`config.mk`:
```
export PLATFORM = sky130hd
export DESIGN_NAME = md_sequencer
export DESIGN_NICKNAME = d
export VERILOG_FILES = /design/src/rtl/md_sequencer.sv
export SDC_FILE = /design/constraint.sdc
export NUM_CORES = 1
export LEC_CHECK = 0
export CORE_AREA = 2 2 154 156
export CTS_CLUSTER_SIZE = 28
export DETAILED_ROUTE_END_ITERATION = 10
export DIE_AREA = 0 0 156 158
export PLACE_DENSITY = 0.71
export RECOVER_POWER = 50
export SYNTH_ARGS = -nofsm -noshare
export SYNTH_HDL_FRONTEND = slang
export SYNTH_SLANG_ARGS = --single-unit
```
`constraint.sdc`:
```
create_clock -name clk -period 2.7 [get_ports clk]
set_input_delay 0.27 -clock clk [delete_from_list [all_inputs] [get_ports clk]]
set_output_delay 0.27 -clock clk [all_outputs]
set_load 0.02 [all_outputs]
```
`src/rtl/md_sequencer.sv`:
```
// EX-stage multiply/divide sequencer: latches operands, drives the divider handshake,
// times the fixed multiplier latency, stalls the pipe and issues one HI/LO write.
module md_sequencer #(
  parameter int unsigned MUL_LAT     = 2,
  parameter logic [31:0] DIV_ZERO_LO = 32'hFFFF_FFFF
) (
  input  logic        clk,
  input  logic        resetn,
  input  logic        op_valid,
  input  logic [1:0]  op_type,
  input  logic [31:0] src_a,
  input  logic [31:0] src_b,
  input  logic        stall_ex,
  input  logic        flush,
  input  logic        div_ready_i,
  input  logic [63:0] div_result_i,
  input  logic [63:0] mul_result_i,
  output logic        div_start_o,
  output logic        div_annul_o,
  output logic        div_signed_o,
  output logic [31:0] div_opdata1_o,
  output logic [31:0] div_opdata2_o,
  output logic        mul_signed_o,
  output logic [31:0] mul_ina_o,
  output logic [31:0] mul_inb_o,
  output logic        stallreq_o,
  output logic        hilo_we_o,
  output logic [31:0] hi_o,
  output logic [31:0] lo_o,
  output logic        busy_o
);

  typedef enum logic [1:0] {
    IDLE     = 2'd0,
    MUL_WAIT = 2'd1,
    DIV_RUN  = 2'd2,
    DONE     = 2'd3
  } state_t;

  state_t      state_r, next_s;
  logic [3:0]  cnt_r;
  logic [31:0] opa_r, opb_r;
  logic        signed_r;
  logic [31:0] hi_r, lo_r;
  logic        first_r;
  logic        accept_s, cap_mul_s, cap_div_s, div_zero_s;

  // Next-state, handshake and stall decode; flush outranks ready and counter expiry.
  always_comb begin
    next_s      = state_r;
    accept_s    = 1'b0;
    cap_mul_s   = 1'b0;
    cap_div_s   = 1'b0;
    div_zero_s  = 1'b0;
    stallreq_o  = 1'b0;
    div_start_o = 1'b0;
    div_annul_o = 1'b0;
    hilo_we_o   = 1'b0;
    case (state_r)
      IDLE: begin
        if (op_valid && !flush) begin
          accept_s   = 1'b1;
          stallreq_o = 1'b1;
          if (!op_type[1]) begin
            next_s = MUL_WAIT;
          end else if (src_b == 32'd0) begin
            div_zero_s = 1'b1;
            next_s     = DONE;
          end else begin
            next_s = DIV_RUN;
          end
        end else begin
          next_s = IDLE;
        end
      end
      MUL_WAIT: begin
        if (flush) begin
          next_s = IDLE;
        end else begin
          stallreq_o = 1'b1;
          if (cnt_r == 4'd0) begin
            cap_mul_s = 1'b1;
            next_s    = DONE;
          end else begin
            next_s = MUL_WAIT;
          end
        end
      end
      DIV_RUN: begin
        if (flush) begin
          div_annul_o = 1'b1;
          next_s      = IDLE;
        end else if (div_ready_i) begin
          cap_div_s = 1'b1;
          next_s    = DONE;
        end else begin
          div_start_o = 1'b1;
          stallreq_o  = 1'b1;
          next_s      = DIV_RUN;
        end
      end
      DONE: begin
        if (flush) begin
          next_s = IDLE;
        end else begin
          hilo_we_o = first_r;
          if (stall_ex) begin
            next_s = DONE;
          end else begin
            next_s = IDLE;
          end
        end
      end
      default: begin
        next_s = IDLE;
      end
    endcase
  end

  // Operands are only presented to the unit that is currently working on them.
  always_comb begin
    mul_signed_o  = (state_r == MUL_WAIT) ? signed_r : 1'b0;
    mul_ina_o     = (state_r == MUL_WAIT) ? opa_r    : 32'd0;
    mul_inb_o     = (state_r == MUL_WAIT) ? opb_r    : 32'd0;
    div_signed_o  = (state_r == DIV_RUN)  ? signed_r : 1'b0;
    div_opdata1_o = (state_r == DIV_RUN)  ? opa_r    : 32'd0;
    div_opdata2_o = (state_r == DIV_RUN)  ? opb_r    : 32'd0;
    busy_o        = (state_r != IDLE);
    hi_o          = hi_r;
    lo_o          = lo_r;
  end

  // State, operand latches, latency counter and result register.
  always_ff @(posedge clk or negedge resetn) begin
    if (!resetn) begin
      state_r  <= IDLE;
      cnt_r    <= 4'd0;
      opa_r    <= 32'd0;
      opb_r    <= 32'd0;
      signed_r <= 1'b0;
      hi_r     <= 32'd0;
      lo_r     <= 32'd0;
      first_r  <= 1'b0;
    end else begin
      state_r <= next_s;
      first_r <= (next_s == DONE) && (state_r != DONE);
      if (accept_s) begin
        opa_r    <= src_a;
        opb_r    <= src_b;
        signed_r <= ~op_type[0];
        cnt_r    <= 4'(MUL_LAT - 1);
      end else if ((state_r == MUL_WAIT) && !flush && (cnt_r != 4'd0)) begin
        cnt_r <= cnt_r - 4'd1;
      end else begin
        cnt_r <= cnt_r;
      end
      if (div_zero_s) begin
        hi_r <= src_a;
        lo_r <= DIV_ZERO_LO;
      end else if (cap_mul_s) begin
        hi_r <= mul_result_i[63:32];
        lo_r <= mul_result_i[31:0];
      end else if (cap_div_s) begin
        hi_r <= div_result_i[63:32];
        lo_r <= div_result_i[31:0];
      end else begin
        hi_r <= hi_r;
        lo_r <= lo_r;
      end
    end
  end

endmodule

```
# ---- Word level (Yosys, flattened, before mapping)
# Cells that the tools add are included.
dict set report totals {
  register_bits 136
  output_inout_bits 199
}
dict set report op_classes {
  n_addsub 1
  n_eq_ne 5
  mux 45
  bitwise 1
  n_reduce_logical 12
}
# operator count
set ops {}
lappend ops {{32-bit 2-to-1 mux} 10}
lappend ops {{32-bit logical NOT} 1}
lappend ops {{1-bit 2-to-1 mux} 24}
lappend ops {{2-bit 2-to-1 mux} 7}
lappend ops {{4-bit 2-to-1 mux} 2}
lappend ops {{2-bit one-hot mux with 4 select lines} 1}
lappend ops {{2-bit equality test (second input constant)} 3}
lappend ops {{1-bit logical AND} 4}
lappend ops {{4-bit logical NOT} 1}
lappend ops {{2-bit nonzero test} 2}
lappend ops {{4-bit nonzero test} 1}
lappend ops {{4-bit by 1-bit subtractor with 4-bit output (second input constant)} 1}
lappend ops {{1-bit one-hot mux with 3 select lines} 1}
lappend ops {{3-bit nonzero test} 1}
lappend ops {{2-bit by 1-bit equality test with 1-bit output (second input constant)} 1}
lappend ops {{2-bit logical NOT} 1}
lappend ops {{2-bit inequality test (second input constant)} 1}
lappend ops {{1-bit logical NOT} 1}
lappend ops {{1-bit NOT} 1}

# ---- Longest topological paths before layout
# Gate-level depths: netlist of run 1.
dict set report logic_depth {
  word_depth 7
  mapped_depth 9
}

# ---- Worst setup path after synthesis of run 1
# OpenSTA, ideal clock, no wires.
dict set report synth_path {
  path_kind {reg-to-reg}
  startpoint {reg state_r[0]}
  endpoint {reg hi_r[12], in the netlist hi_o[12]}
  setup_time_ns 0.126
  t_arrival_ns 1.993
  required_time_ns 2.574
  slack_ns 0.581
  stages_incl_launch_ff 8
  n_path_buf 2
  synth_period_minus_slack_ns 2.119
  cell_sequence {dfrtp_1 > or2_1 > or3b_1 > buf_2 > o2bb2ai_1 > a31o_1 > buf_6 > a221o_1}
}
dict set report synth_between {
  elab_chain_cells 4
  word_cells_on_any_way 9
  cone_classes {eq/ne (2); mux (5); reduce/logical (2)}
}
# element line_no
set synth_lines {}
lappend synth_lines {{start, declared} 40} ;# state_t state_r, next_s;
lappend synth_lines {{start signal, assigned} 145} ;# state_r <= next_s;
lappend synth_lines {{2-bit by 1-bit equality test with 1-bit output} 59} ;# case (state_r)
lappend synth_lines {{1-bit 2-to-1 mux} 59}
lappend synth_lines {{32-bit 2-to-1 mux} 160} ;# end else if (cap_mul_s) begin
lappend synth_lines {{32-bit 2-to-1 mux} 157} ;# if (div_zero_s) begin
lappend synth_lines {{end signal, assigned} 158} ;# hi_r <= src_a;
lappend synth_lines {{end signal, assigned} 161} ;# hi_r <= mul_result_i[63:32];
lappend synth_lines {{end signal, assigned} 164} ;# hi_r <= div_result_i[63:32];
lappend synth_lines {{end, declared} 44} ;# logic [31:0] hi_r, lo_r;
# Several ways; a longest one is shown, not always the timed one.
# A chain may end at the register's enable or synchronous reset.

# ---- Final worst setup path of run 1
dict set report layout_path {
  startpoint {reg state_r[0]}
  endpoint {out mul_inb_o[31]}
}
dict set report layout_between {
  elab_chain_cells 2
}
# element line_no
set layout_lines {}
lappend layout_lines {{2-bit by 1-bit equality test with 1-bit output} 124} ;# mul_inb_o = (state_r == MUL_WAIT) ? opb_r : 32'd0;
lappend layout_lines {{32-bit 2-to-1 mux} 124}
lappend layout_lines {{end, declared} 25} ;# output logic [31:0] mul_inb_o,
# Every way passes these cells.

==> run summary, run 1 <==
GRT met1 Usage -> 24.1%
Clock-pin slew on the worst setup and hold paths -> 0.06 ns
Port bufs -> 398
Slew Limit Headroom -> 4.16%
Clock tree from TritonCTS -> yes
Placement Rows -> 56
TNS Setup -> 0 ns
Relative area change from synthesis to final layout -> 75.6%
Syn Std Cell Area -> 6660 µm²
Met2 demand-to-capacity share in global routing -> 34.1%
Total track usage -> 20.1%
Number of top-level pins -> 399
Final critical delay including setup and external delays -> 2.47 ns
Dominant cell type by area after synthesis -> sky130_fd_sc_hd__dfrtp_1
Number of enable flip-flop cells after synthesis -> 0
Layout Skew -> 0.00880 ns
Global route overflow -> 0
Critical path class -> reg -> out
Cells taking the most area after synthesis -> sky130_fd_sc_hd__dfrtp_1, sky130_fd_sc_hd__and2_1, sky130_fd_sc_hd__nand2_1
Antenna fix cells -> 0
Clock Path Buffers -> 2
Layout fillers -> 2161
First-pass GRT wire length -> 38100 µm
Total setup violations reported at the end of the flow -> 0
Delay of the slowest cell on the worst path -> 0.62 ns
Length of the first detailed-routing pass in iterations -> 4
Required time of the worst setup path -> 2.43 ns
Distinct cell type count of the synthesized netlist -> 37
Outcome -> complete, no violations
Total power after layout -> 0.00999 W
Upper clock frequency limit -> 406 MHz
DP Wirelength -> 18600 µm
Most used cells in the layout excluding fill and tap cells -> sky130_fd_sc_hd__clkdlybuf4s50_1, sky130_fd_sc_hd__nand2_1, sky130_fd_sc_hd__dfrtp_1
Crit start category -> flip-flop
Area share of the largest cell type after synthesis -> 51.1%
Power density cells -> 854 nW/µm²
Tcrit/Tclk final -> 91.3%
Static leakage -> 5.09 nW
Die Span X -> 156 µm
Global placer's final weighted congestion -> 0.826
Commonest non-fill, non-tap cell in the layout -> sky130_fd_sc_hd__clkdlybuf4s50_1
Number of antenna violations at the first check in global routing -> 0
Endpoint class of the critical path -> output port
Global routing met3 resource utilization -> 6.49%
GRT busiest layer -> met2
Data arrival at the endpoint of the critical path -> 2.20 ns
Via density -> 4.76
Leading register cell type out of synthesis -> sky130_fd_sc_hd__dfrtp_1
Clk sinks -> 136
Minimum hold slack -> 0.421 ns
Beginning of the worst register-to-register path -> state_r[0]$_DFF_PN0_
Count of max-cap constraint violations -> 0
Critical hold path startpoint -> src_a[9]
Proportion of synthesized flip-flops having asynchronous set or reset -> 100%
Number of DRC markers in iteration 0 -> 332
Via count of the first global-routing pass -> 6844
Final non-filler cell area -> 11700 µm²
Count of H-tree levels built during CTS -> 4
Die Footprint -> 24600 µm²
Number of CTS-inserted buffers -> 17
Transition at the pin with the smallest max-transition slack -> 1.44 ns
Core region area -> 23100 µm²
DRC violations left -> 0
Final #Nets -> 1327
Number of max-slew violations in the final report -> 0
CTS root buffer -> sky130_fd_sc_hd__clkbuf_16
Max stage delay cell, worst path -> sky130_fd_sc_hd__clkdlybuf4s50_1
Series of cell instances along the critical path -> buf_4 -> nor2b_4 -> buf_6 -> and2_1 -> clkdlybuf4s50_1
Clock latency on the worst-skew pair -> 0.41 ns
Setup WS pre-CTS -> -0.00524 ns
Instance count of the mapped netlist -> 736
Remaining antenna violation count after routing -> 0
Sequential area share after synthesis -> 51.1%
Unrepaired setup endpoints after global routing -> no
Placement-stage cell area -> 11100 µm²
Yosys Warn Count -> 0
Number of flip-flops and latches in the synthesized netlist -> 136
Via count -> 6802
Per-instance average area after synthesis -> 9.05 µm²
Biggest fanout along the worst timing path -> 47
Fraction of final layout cells with drive strength greater than 1 -> 7.64%
Final worst-path setup slack -> 0.234 ns
Post-Syn Nets -> 938
Drt total wl -> 25000 µm
Critical Path Source -> state_r[0]$_DFF_PN0_
Max rail drop VDD -> 0.000479 V
WL/cell -> 17.5 µm
Hold Path Class -> in -> reg
Maximum number of pins on one net before global-route repair -> 71
Hold violation count in the final report -> 0
Chip height -> 158 µm
Setup bufs post-CTS -> 0
Effective utilization at floorplan -> 28.9%
## worst paths after layout
| check | to | slack [ns] | cells after the start |
|---|---|---|---|
| max | mul_inb_o[31] | 0.23 | 5 |
| max reg2reg | state_r[0]$_DFF_PN0_ | 0.38 | 5 |
| min reg2reg | opb_r[6]$_DFFE_PN0P_ | 0.48 | 2 |
| min | opa_r[9]$_DFFE_PN0P_ | 0.42 | 3 |
| min in group asynchronous | opb_r[5]$_DFFE_PN0P_ | 0.74 | 2 |
| max in group asynchronous | opa_r[14]$_DFFE_PN0P_ | 0.90 | 3 |
## cells in the mapped netlist, types with 2 or more instances
cell,count
sky130_fd_sc_hd__clkbuf_1,41
sky130_fd_sc_hd__o22ai_1,32
sky130_fd_sc_hd__ha_1,2
sky130_fd_sc_hd__nand2_1,199
sky130_fd_sc_hd__o21ai_0,3
sky130_fd_sc_hd__buf_2,3
sky130_fd_sc_hd__xor2_1,2
sky130_fd_sc_hd__o221a_2,26
sky130_fd_sc_hd__nor2b_1,2
sky130_fd_sc_hd__buf_1,5
sky130_fd_sc_hd__a221o_1,6
sky130_fd_sc_hd__nor2_1,9
sky130_fd_sc_hd__nor4_1,8
sky130_fd_sc_hd__and2_1,131
sky130_fd_sc_hd__inv_1,36
sky130_fd_sc_hd__nor3_1,5
sky130_fd_sc_hd__buf_4,2
sky130_fd_sc_hd__nand2b_1,2
sky130_fd_sc_hd__a21oi_1,35
sky130_fd_sc_hd__a22o_1,6
sky130_fd_sc_hd__dfrtp_1,136
sky130_fd_sc_hd__nand4_1,2
sky130_fd_sc_hd__o22a_1,27
sky130_fd_sc_hd__nor3b_1,3
## per-stage QoR
step	std cells	util, %
2_1_floorplan	736	-
3_3_place_gp	1395	48.1
3_5_place_dp	1395	48.1
4_1_cts	1428	50.8
5_1_grt	1428	50.7
6_report	1428	50.7
## where the power goes
group / switching (W) / leakage [nW] / internal (W)
Clock: 0.000936 / 0.287 / 0.00149
Combinational: 0.00213 / 3.17 / 0.00203
Sequential: 0.000533 / 1.64 / 0.00287
Total: 0.00360 / 5.09 / 0.00639
## metal layers
layer,part of all wire (%),routed length (µm),up-vias
met5,0,0,-
met3,7.9,1990,36
met2,48,12100,272
li1,-,-,3245
met1,41,10200,3249
met4,2.8,698,0
## cells by family (layout without fill, tap and decap cells)
logic type	Yosys count	count (layout)	synth area share (%)
compound gates	139	139	16.0
simple gates	367	367	26.8
flops	136	136	51.1
buf+inv	89	491	5.32
xor+xnor	3	3	0.395
fa+ha+maj	2	2	0.376
## worst max-delay path, delay by kind of cell (launching register included)
| family | cells | cell delay (ns) |
|---|---|---|
| DFF | 1 | 0.33 |
| and+or+nand+nor | 2 | 0.37 |
| buffers and inverters | 3 | 1.06 |
## state kept, by name, indices dropped and copies added, names as in the netlist
name,cells
lo_o,32
signed_r,1
opb_r,32
hi_o,32
opa_r,32
state_r,2
first_r,1
cnt_r,4
## repair_timing
| action | CTS | global route |
|---|---|---|
| gates resized for setup | 0 | 1 |
| hold buffers | 1 | 0 |
| hold endpoints to repair | 51 | 0 |
| endpoints found under the setup margin | 0 | 6 |
## cell type report
type | count | area, µm² | share of cell area, %
repair buffers | 422 | 4250 | 36.4
flip-flops and latches | 136 | 3400 | 29.1
multi-input cells | 511 | 2920 | 25.0
clock buffers | 19 | 443 | 3.79
well taps | 290 | 363 | 3.10
clock inverters | 13 | 169 | 1.44
inverters | 37 | 140 | 1.20
Note: power is estimated with default switching activity, not from simulation.
==> run 2: changes to the inputs <==
- CORE_AREA: 2 2 154 156 -> 2 2 157 159
- DIE_AREA: 0 0 156 158 -> 0 0 159 161
- PLACE_DENSITY: 0.71 -> 0.69
==> run summary, run 2 (synthesis gave the netlist of run 1 again) <==
Slew Limit Headroom -> -15.1% (-19 points)
WL/cell -> 18.0 µm (+2.4%)
Cell Int Power -> 0.00630 W (-1.3%)
Clk sinks -> 136 (unchanged)
Placement-stage cell area -> 11100 µm² (+0.38%)
Buf/Inv on CP -> 3 (unchanged)
Sequential group share of total power -> 34.2% (about the same)
Required time of the worst setup path -> 2.43 ns (about the same)
CTS root buffer -> sky130_fd_sc_hd__clkbuf_16
Unrepaired setup endpoints after global routing -> no
Global placer's final weighted congestion -> 0.891 (+7.8%)
Static leakage -> 5.09 nW (about the same)
Delay of the slowest cell on the worst path -> 0.63 ns (about the same)
Core region area -> 24000 µm² (+4.0%)
Global route overflow -> 0 (unchanged)
Count of H-tree levels built during CTS -> 4 (unchanged)
Number of DRC markers in iteration 0 -> 334 (+0.60%)
Placement Rows -> 57 (+1.8%)
Crit start category -> flip-flop
Critical path class -> reg -> out
Total power after layout -> 0.00991 W (-0.79%)
Outcome -> finished, violations left
Maximum number of pins on one net before global-route repair -> 67 (-5.6%)
Clock tree from TritonCTS -> yes
Failing checks -> max-capacitance violations, max-slew violations
Max stage delay cell, worst path -> sky130_fd_sc_hd__clkdlybuf4s50_1
Biggest fanout along the worst timing path -> 18 (-62%)
Effective utilization at floorplan -> 27.8% (-1.1 points)
Length of the first detailed-routing pass in iterations -> 6 (+2)
Drt total wl -> 26300 µm (+5.2%)
Number of antenna violations at the first check in global routing -> 3 (+3)
Total setup violations reported at the end of the flow -> 0 (unchanged)
Core utilization of the finished layout -> 48.9% (-1.8 points)
Tcrit/Tclk final -> 93.7% (+2.4 points)
Fraction of final layout cells with drive strength greater than 1 -> 8.06% (+0.42 points)
Crit path top cell by count -> sky130_fd_sc_hd__buf_4
Setup bufs post-CTS -> 0 (unchanged)
Transition at the pin with the smallest max-transition slack -> 1.73 ns (+0.289 ns)
Hold Path Class -> in -> reg
Clock network fraction of total power -> 23.6% (-0.7 points)
Remaining antenna violation count after routing -> 0 (unchanged)
Net switching power figure -> 0.00361 W (+0.18%)
Die Span X -> 159 µm (+1.9%)
Cell family with the largest share of critical-path delay -> buffers and inverters
Layout fillers -> 2320 (+7.4%)
Relative area change from synthesis to final layout -> 76.0%
Power density cells -> 845 nW/µm² (-1.0%)
Final critical delay including setup and external delays -> 2.53 ns (+0.0647 ns)
Number of top-level pins -> 399 (unchanged)
Number of CTS-inserted buffers -> 17 (unchanged)
Port bufs -> 398 (unchanged)
Via count of the first global-routing pass -> 6943 (+1.4%)
Clock latency on the worst-skew pair -> 0.41 ns (about the same)
Layout Skew -> 0.0117 ns (+0.00293 ns)
Net switching share of the total power -> 36.4% (+0.35 points)
Total track usage -> 20.1% (+0.079 points)
Most used cells in the layout excluding fill and tap cells -> sky130_fd_sc_hd__clkdlybuf4s50_1, sky130_fd_sc_hd__nand2_1, sky130_fd_sc_hd__dfrtp_1
Placed instance count -> 1432 (+2.7%)
Max rail drop VDD -> 0.000436 V (-8.8%)
Clock Path Buffers -> 2 (unchanged)
Via density -> 4.62 (-3.1%)
Combinational power share -> 42.2% (+0.6 points)
Final #Nets -> 1330 (+0.23%)
Hold violation count in the final report -> 0 (unchanged)
Series of cell instances along the critical path -> buf_4 -> nor2b_4 -> buf_4 -> and2_1 -> clkdlybuf4s50_1
Final non-filler cell total -> 1467 (+2.7%)
Endpoint class of the critical path -> output port
Number of max-slew violations in the final report -> 66 (+66)
Clock-pin slew on the worst setup and hold paths -> 0.07 ns (about the same)
DP Wirelength -> 19300 µm (+3.8%)
Commonest non-fill, non-tap cell in the layout -> sky130_fd_sc_hd__clkdlybuf4s50_1
First-pass GRT wire length -> 40100 µm (+5.4%)
Count of max-cap constraint violations -> 1 (+1)
Via count -> 6771 (-0.46%)
Final non-filler cell area -> 11700 µm² (+0.22%)
Chip height -> 161 µm (+1.9%)
Upper clock frequency limit -> 395 MHz (-2.6%)
Die Footprint -> 25600 µm² (+3.9%)
Data arrival at the endpoint of the critical path -> 2.26 ns (+0.06 ns)
DRC violations left -> 0 (unchanged)
==> run 2: cell types whose count changed in the layout (fill, tap and decap cells not counted), moves of 2 or more <==
cell,delta
sky130_fd_sc_hd__clkbuf_2,+2
sky130_fd_sc_hd__clkbuf_1,-2
sky130_fd_sc_hd__buf_12,-3
sky130_fd_sc_hd__buf_4,+7
sky130_fd_sc_hd__diode_2,+2
==> run 2: path summary, 6_finish.rpt <==
check | start | to | cells past startpoint | slack (ns)
setup / recovery | state_r[1]$_DFF_PN0_ | div_opdata1_o[12] | 5 | 0.17
hold / removal | src_a[6] | opa_r[6]$_DFFE_PN0P_ | 3 | 0.41
setup reg to reg | cnt_r[0]$_DFFE_PN0P_ | lo_o[18]$_DFFE_PN0P_ | 7 | 0.22
hold reg to reg | opa_r[24]$_DFFE_PN0P_ | opa_r[24]$_DFFE_PN0P_ | 2 | 0.48
max in group asynchronous | resetn | opa_r[9]$_DFFE_PN0P_ | 3 | 0.44
min in group asynchronous | resetn | opb_r[8]$_DFFE_PN0P_ | 2 | 0.86
==> run 2: metrics by stage <==
step	setup slack, ns	setup TNS (ns)	hold slack, ns
floorplan	0.581	0	-0.0256
global placement	-0.0101	-0.136	0.321
detailed placement	-0.0513	-0.638	0.323
CTS	0.0220	0	0.389
global route	0.0344	0	0.399
finish	0.170	0	0.414
==> run 2: power groups by stage <==
stage,Clock (W),Sequential [W],Combinational (W)
floorplan,0,0.00389,0.00157
global placement,0,0.00341,0.00435
detailed placement,0,0.00342,0.00440
CTS,0.00241,0.00341,0.00441
global route,0.00249,0.00350,0.00448
finish,0.00234,0.00339,0.00418
==> run 2: worst reg2reg max path: cells and delay by family, from the launching register on <==
| kind | cells | cell delay, ns |
|---|---|---|
| AO/OA/AOI/OAI | 2 | 0.62 |
| adder cells (fa/ha/maj) | 1 | 0.15 |
| buffers and inverters | 2 | 0.69 |
| flip-flops | 1 | 0.40 |
| AND/OR/NAND/NOR | 2 | 0.51 |
==> run 2: layout make-up <==
class | count | area, µm² | area share [%]
timing repair buffer | 425 | 4250 | 36.2
sequential | 136 | 3400 | 29.1
multi-input combinational | 511 | 2930 | 25.0
clock buffer | 20 | 447 | 3.81
tap | 324 | 405 | 3.46
clock inverter | 12 | 143 | 1.22
inverter | 37 | 140 | 1.20
antenna | 2 | 5.00 | 0.0427
==> run 2: timing repair <==
item | CTS | global route
setup endpoints to repair | 4 | 27
endpoints found under the hold margin | 64 | 0
pin swaps | 0 | 0
gates resized for setup | 1 | 2
hold buffers | 1 | 0
==> run 2: metal layers <==
| layer | vias up | GRT usage [%] | share of wire, % |
|---|---|---|---|
| met2 | 284 | 35.8 | 50 |
| li1 | 3254 | - | - |
| met3 | 19 | 6.29 | 7.0 |
| met1 | 3214 | 24.0 | 42 |
| met5 | - | 0 | 0 |
| met4 | 0 | 4.30 | 0.96 |
